===== src/rtl/gpio_bank.sv =====
// gpio_bank: memory-mapped GPIO controller with N_PORTS ports of PORT_W pins.
//
// Each port has a 32-byte register window at port*0x20:
//   0x00 OUT      RW  output levels (pad_o)
//   0x04 DIR      RW  output enables (pad_oe), 1 = drive
//   0x08 IN       RO  synchronised pad_i
//   0x0C RISE_EN  RW  rising-edge interrupt enables
//   0x10 FALL_EN  RW  falling-edge interrupt enables
//   0x14 STATUS   R/W1C pending edge flags
//   0x18 SET      W   OUT |= wdata (reads 0)
//   0x1C CLR      W   OUT &= ~wdata (reads 0)
//
// Ports:
//   clk     system clock
//   rst     asynchronous active-low reset
//   en      one-cycle transaction request
//   rw      1 = write, 0 = read
//   addr    byte address, bits [1:0] ignored
//   wdata   write data, bits [31:PORT_W] ignored
//   rdata   registered read data, valid while ready = 1 (0 for writes)
//   ready   completion pulse, exactly one cycle after en
//   pad_i   raw pin levels, asynchronous to clk
//   pad_o   output levels, port p at bits [p*PORT_W +: PORT_W]
//   pad_oe  per-pin output enable
//   irq     OR of all pending STATUS bits
module gpio_bank #(
  parameter int N_PORTS     = 3,
  parameter int PORT_W      = 16,
  parameter int SYNC_STAGES = 2,
  parameter int ADDR_W      = 8
) (
  input  logic                        clk,
  input  logic                        rst,
  input  logic                        en,
  input  logic                        rw,
  input  logic [ADDR_W-1:0]           addr,
  input  logic [31:0]                 wdata,
  output logic [31:0]                 rdata,
  output logic                        ready,
  input  logic [N_PORTS*PORT_W-1:0]   pad_i,
  output logic [N_PORTS*PORT_W-1:0]   pad_o,
  output logic [N_PORTS*PORT_W-1:0]   pad_oe,
  output logic                        irq
);

  localparam int NB = N_PORTS * PORT_W;

  typedef enum logic [2:0] {
    R_OUT    = 3'd0,
    R_DIR    = 3'd1,
    R_IN     = 3'd2,
    R_RISE   = 3'd3,
    R_FALL   = 3'd4,
    R_STATUS = 3'd5,
    R_SET    = 3'd6,
    R_CLR    = 3'd7
  } reg_e;

  // Per-port register state
  logic [PORT_W-1:0] out_q     [N_PORTS];
  logic [PORT_W-1:0] dir_q     [N_PORTS];
  logic [PORT_W-1:0] rise_en_q [N_PORTS];
  logic [PORT_W-1:0] fall_en_q [N_PORTS];
  logic [PORT_W-1:0] status_q  [N_PORTS];
  logic [PORT_W-1:0] status_d  [N_PORTS];
  logic [PORT_W-1:0] w1c_mask  [N_PORTS];

  // Input path: synchroniser chain, last stage is the IN register
  logic [NB-1:0] sync_q [SYNC_STAGES];
  logic [NB-1:0] in_w;
  logic [NB-1:0] prev_q;
  logic [NB-1:0] rise_w;
  logic [NB-1:0] fall_w;

  // Bus decode
  logic [31:0]       port_sel;
  reg_e              reg_sel;
  logic [PORT_W-1:0] wd;
  logic              port_ok;
  logic              bus_wr;
  logic              bus_rd;
  logic [31:0]       rd_val;

  // Collects bus bits that are deliberately ignored
  logic unused_bits;
  assign unused_bits = ^{wdata, addr[1:0]};

  // Port index is widened to 32 bits so a single-port build (ADDR_W = 5)
  // still decodes without a zero-width slice.
  always_comb begin
    port_sel = 32'(addr >> 5);
    reg_sel  = reg_e'(addr[4:2]);
    wd       = wdata[PORT_W-1:0];
    port_ok  = (port_sel < 32'(N_PORTS));
    bus_wr   = en & rw & port_ok;
    bus_rd   = en & ~rw & port_ok;
  end

  assign in_w   = sync_q[SYNC_STAGES-1];
  assign rise_w = in_w & ~prev_q;
  assign fall_w = ~in_w & prev_q;

  // Read mux, sampled from pre-write register values
  always_comb begin
    rd_val = '0;
    for (int unsigned p = 0; p < N_PORTS; p++) begin
      if (bus_rd && port_sel == p) begin
        case (reg_sel)
          R_OUT:    rd_val[PORT_W-1:0] = out_q[p];
          R_DIR:    rd_val[PORT_W-1:0] = dir_q[p];
          R_IN:     rd_val[PORT_W-1:0] = in_w[p*PORT_W +: PORT_W];
          R_RISE:   rd_val[PORT_W-1:0] = rise_en_q[p];
          R_FALL:   rd_val[PORT_W-1:0] = fall_en_q[p];
          R_STATUS: rd_val[PORT_W-1:0] = status_q[p];
          default:  rd_val = '0;
        endcase
      end
    end
  end

  // STATUS next state: the clear is applied first so a same-cycle edge wins
  always_comb begin
    for (int unsigned p = 0; p < N_PORTS; p++) begin
      w1c_mask[p] = '0;
      if (bus_wr && port_sel == p && reg_sel == R_STATUS) begin
        w1c_mask[p] = wd;
      end
      status_d[p] = (status_q[p] & ~w1c_mask[p])
                  | (rise_w[p*PORT_W +: PORT_W] & rise_en_q[p])
                  | (fall_w[p*PORT_W +: PORT_W] & fall_en_q[p]);
    end
  end

  // Pads and irq are pure wiring from flops
  always_comb begin
    pad_o  = '0;
    pad_oe = '0;
    irq    = 1'b0;
    for (int unsigned p = 0; p < N_PORTS; p++) begin
      pad_o[p*PORT_W +: PORT_W]  = out_q[p];
      pad_oe[p*PORT_W +: PORT_W] = dir_q[p];
      irq = irq | (|status_q[p]);
    end
  end

  always_ff @(posedge clk or negedge rst) begin
    if (!rst) begin
      ready  <= 1'b0;
      rdata  <= '0;
      prev_q <= '0;
      for (int unsigned s = 0; s < SYNC_STAGES; s++) begin
        sync_q[s] <= '0;
      end
      for (int unsigned p = 0; p < N_PORTS; p++) begin
        out_q[p]     <= '0;
        dir_q[p]     <= '0;
        rise_en_q[p] <= '0;
        fall_en_q[p] <= '0;
        status_q[p]  <= '0;
      end
    end else begin
      ready <= en;
      rdata <= rd_val;

      sync_q[0] <= pad_i;
      for (int unsigned s = 1; s < SYNC_STAGES; s++) begin
        sync_q[s] <= sync_q[s-1];
      end
      prev_q <= in_w;

      for (int unsigned p = 0; p < N_PORTS; p++) begin
        status_q[p] <= status_d[p];
        if (bus_wr && port_sel == p) begin
          case (reg_sel)
            R_OUT:   out_q[p]     <= wd;
            R_DIR:   dir_q[p]     <= wd;
            R_RISE:  rise_en_q[p] <= wd;
            R_FALL:  fall_en_q[p] <= wd;
            R_SET:   out_q[p]     <= out_q[p] | wd;
            R_CLR:   out_q[p]     <= out_q[p] & ~wd;
            default: ;
          endcase
        end
      end
    end
  end

endmodule


===== config.mk =====
export PLATFORM = sky130hd
export DESIGN_NAME = gpio_bank
export DESIGN_NICKNAME = d
export VERILOG_FILES = /design/src/rtl/gpio_bank.sv
export SDC_FILE = /design/constraint.sdc
export NUM_CORES = 1
export LEC_CHECK = 0
export BUFFER_PORTS_ARGS = -buffer_cell sky130_fd_sc_hd__buf_4
export CAP_MARGIN = 30
export CORE_ASPECT_RATIO = 2
export CORE_MARGIN = 4
export CORE_UTILIZATION = 54
export DETAILED_ROUTE_END_ITERATION = 10
export PLACE_DENSITY = 0.75
export RECOVER_POWER = 100
export SYNTH_ARGS = -nofsm -noshare
export SYNTH_HDL_FRONTEND = slang
export SYNTH_SLANG_ARGS = --single-unit

===== constraint.sdc =====
create_clock -name clk -period 2.03 [get_ports clk]
set_input_delay 0.1015 -clock clk [delete_from_list [all_inputs] [get_ports clk]]
set_output_delay 0.1015 -clock clk [all_outputs]
set_load 0.05 [all_outputs]

==> flow_summary.yaml <==
synthesis:
  ys_top_cells_by_area: "dfrtp_1 (60%), mux2_2 (6.8%), o21ai_0 (5.3%)"
  yosysSeqAreaShare: 0.596
  ys_seq_elements: 401
  synthFlopType: "dfrtp_1"
  synth_common_cells: "dfrtp_1 (401), o21ai_0 (179), nand2_1 (148)"
  synth_edf_count: 0
  synth_top_cell_area_share: 0.596
  yosysWarnings: 0
  yosysUniqueCellTypes: 55
  synthCells: 1418
  yosysMostFrequentCell: "dfrtp_1"
  synth.cell_area_um2: 16800
  synth_top_cell_by_area: "dfrtp_1"
  async_flop_share: 1.00
  syn_avg_cell_area_um2: 11.9
detailed_routing:
  wire_per_inst_um: 25.2
  drtPass1Iterations: 5
  drcViolationCount: 0
  antenna_left: 0
  via_per_inst: 6.19
  vias: 13387
  drt-initial-drc-count: 1195
  postRouteWirelength_um: 54600
timing:
  hold_viol: 0
  rsz0062_at_grt: "true"
  maxSlewViolCount: 0
  period_share: 1.13
  period_minus_slack_ns: 2.29
  worstMarginPinSlew_ns: 1.39
  fin_skew_ns: 0.0124
  layout_setup_ws_ns: -0.261
  setup_viol: 84
  fmax_mhz: 436
  max_slew_margin: 0.0710
outcome:
  violations: "setup timing"
  status: "finished, violations left"
setup_path:
  start_kind: "register"
  cp.arrival_ns: 2.19
  crit_fanout: 2
  max_stage_delay_ns: 0.43
  r2r_setup_slack_ns: 0.30
  crit_family: "simple AND/OR/NAND/NOR gates"
  crit_type: "reg -> out"
  slowest_stage: "or3_4"
  r2r-start: "rise_en_q[20]"
  worst-r2r-cell-count: 6
  path_buf_inv: 2
  crit_required_ns: 1.93
  end_kind: "output pin"
  r2r-end: "rdata[4]"
  worstPathCellList: "nor4_2 > buf_4 > nand4_1 > or3_4 > buf_6"
finish:
  nets: 1811
  multiInputGateArea_um2: 6290
  final_cells: 2164
  final_layout_size_suffix_gt1_frac: 0.208
  antenna_cells: 0
  final_area_um2: 20700
  fillers: 2393
  seqCellArea_um2: 10000
  synthToLayoutAreaGrowth_pct: 23.2
global_route:
  grt_max_degree: 81
  antenna_found_initial: 0
  grt.overflow.total: 0
  grt_pass1_wl_um: 82600
  grt.total_usage: 0.317
  grt_pass1_vias: 13814
floorplan:
  start_util: 0.546
  die_w_um: 133
  rows: 91
  die-area_um2: 34200
  die_y_um: 258
  ios: 222
  fp.coreArea_um2: 30900
min_path:
  min_from: "addr[5]"
  whs_path_depth: 5
  min_to: "rdata[0]"
  hold_class: "in -> reg"
cts:
  cts.sinks: 401
  cts_root_buffer: "clkbuf_16"
  clk_latency_ns: 0.55
  cts_buffers: 36
  cts_tree: "yes"
  cts_buffer_depth: 3
  path_clk_slew_ns: 0.06
  cts.htree.levels: 2
power_and_ir_drop:
  switching_power_mw: 5.68
  powerDensity_nw_per_um2: 955
  p_seq_frac: 0.474
  pwr-share-comb: 0.147
  p_int_mw: 14.1
  pwr-share-clk: 0.378
  power.total_mw: 19.8
  peakVddDrop_v: 0.000749
  netSwitchingFraction: 0.287
  leakage_nw: 9.05
place:
  hpwl_um: 37400
  post-place-cells: 2029
  portBuffers: 187
  place_congestion: 0.947
  placed_area_um2: 19300
run:
  cap_violations: 0
[cell type report]
cell class,count,area share
multi-input cells,901,0.303
well taps,418,0.0252
clock buffers,48,0.0506
flip-flops and latches,401,0.484
clock inverters,17,0.0124
inverters,18,0.00326
repair buffers,361,0.121
[cell usage in the layout (no fill, tap or decap), types with 38 or more instances in the layout]
cell,instances
a22o_1,58
buf_4,88
clkbuf_1,121
clkbuf_16,38
clkbuf_4,59
dfrtp_1,401
dlygate4sd3_1,67
mux2_2,101
mux2i_1,54
nand2_1,148
nand3b_1,49
o211ai_1,40
o21ai_0,179
[power groups by stage]
stage | Sequential (mW) | Combinational [mW] | Clock [mW]
2_1_floorplan | 10.0 | 1.16 | 0
3_3_place_gp | 9.49 | 2.95 | 0
3_5_place_dp | 9.51 | 3.01 | 0
4_1_cts | 9.37 | 3.14 | 7.58
5_1_grt | 9.45 | 3.10 | 7.93
6_report | 9.39 | 2.92 | 7.49
[sequential cells by signal (all words and copies together) (netlist names)]
signal,count
sync_q,48
pad_o,48
rdata,16
rise_en_q,48
ready,1
fall_en_q,48
in_w,48
pad_oe,48
prev_q,48
status_q,48
[worst register-to-register path: stages (launching register included)]
cell      delay (ns)
dfrtp_1         0.39
mux2_2          0.28
a22oi_1         0.24
o221ai_1        0.16
buf_4           0.18
a22oi_1         0.26
nand2_1         0.10
[per-layer routing]
layer	track usage	routed length [um]
met1	0.366	19400
met2	0.545	27800
met3	0.0423	3010
met4	0.215	4430
met5	0	0
[timing repair]
item,CTS,global route
hold buffers,67,0
resized for setup,6,4
setup endpoints to repair,1,21
hold endpoints to repair,600,0
cloned,0,0
pin swaps,3,2
buffers inserted,2,1
[logic make-up (layout without fill, tap and decap cells)]
family          count (synthesis)  count (layout)  share of synthesized area
buf+inv                       131             444                     0.0365
compound gates                431             431                      0.167
flops                         401             401                      0.596
mux                           165             165                      0.110
simple gates                  289             289                     0.0899
other cells                     1              16                   0.000223
[per-stage QoR]
stage,hold WS [ns],TNS [ns],utilization,setup slack [ns]
floorplan,-0.194,0,-,0.175
global placement,0.0621,0,0.626,0.0236
detailed placement,0.0602,-0.0529,0.626,-0.0159
CTS,0.0736,-0.264,0.692,-0.264
global route,0.121,-15.40,0.672,-0.295
finish,0.0995,-6.40,0.672,-0.261
[worst max path at each step]
stage,start,end,slack [ns],cells past startpoint
2_1_floorplan,addr[7],rise_en_q[11],0.17,7
3_3_place_gp,addr[7],pad_oe[44],0.02,7
3_5_place_dp,addr[7],pad_oe[41],-0.02,7
4_1_cts,status_q[23],irq,-0.26,5
5_1_grt,status_q[24],irq,-0.29,5
6_report,status_q[42],irq,-0.26,5
No activity file was read; power rests on OpenSTA's default activity.
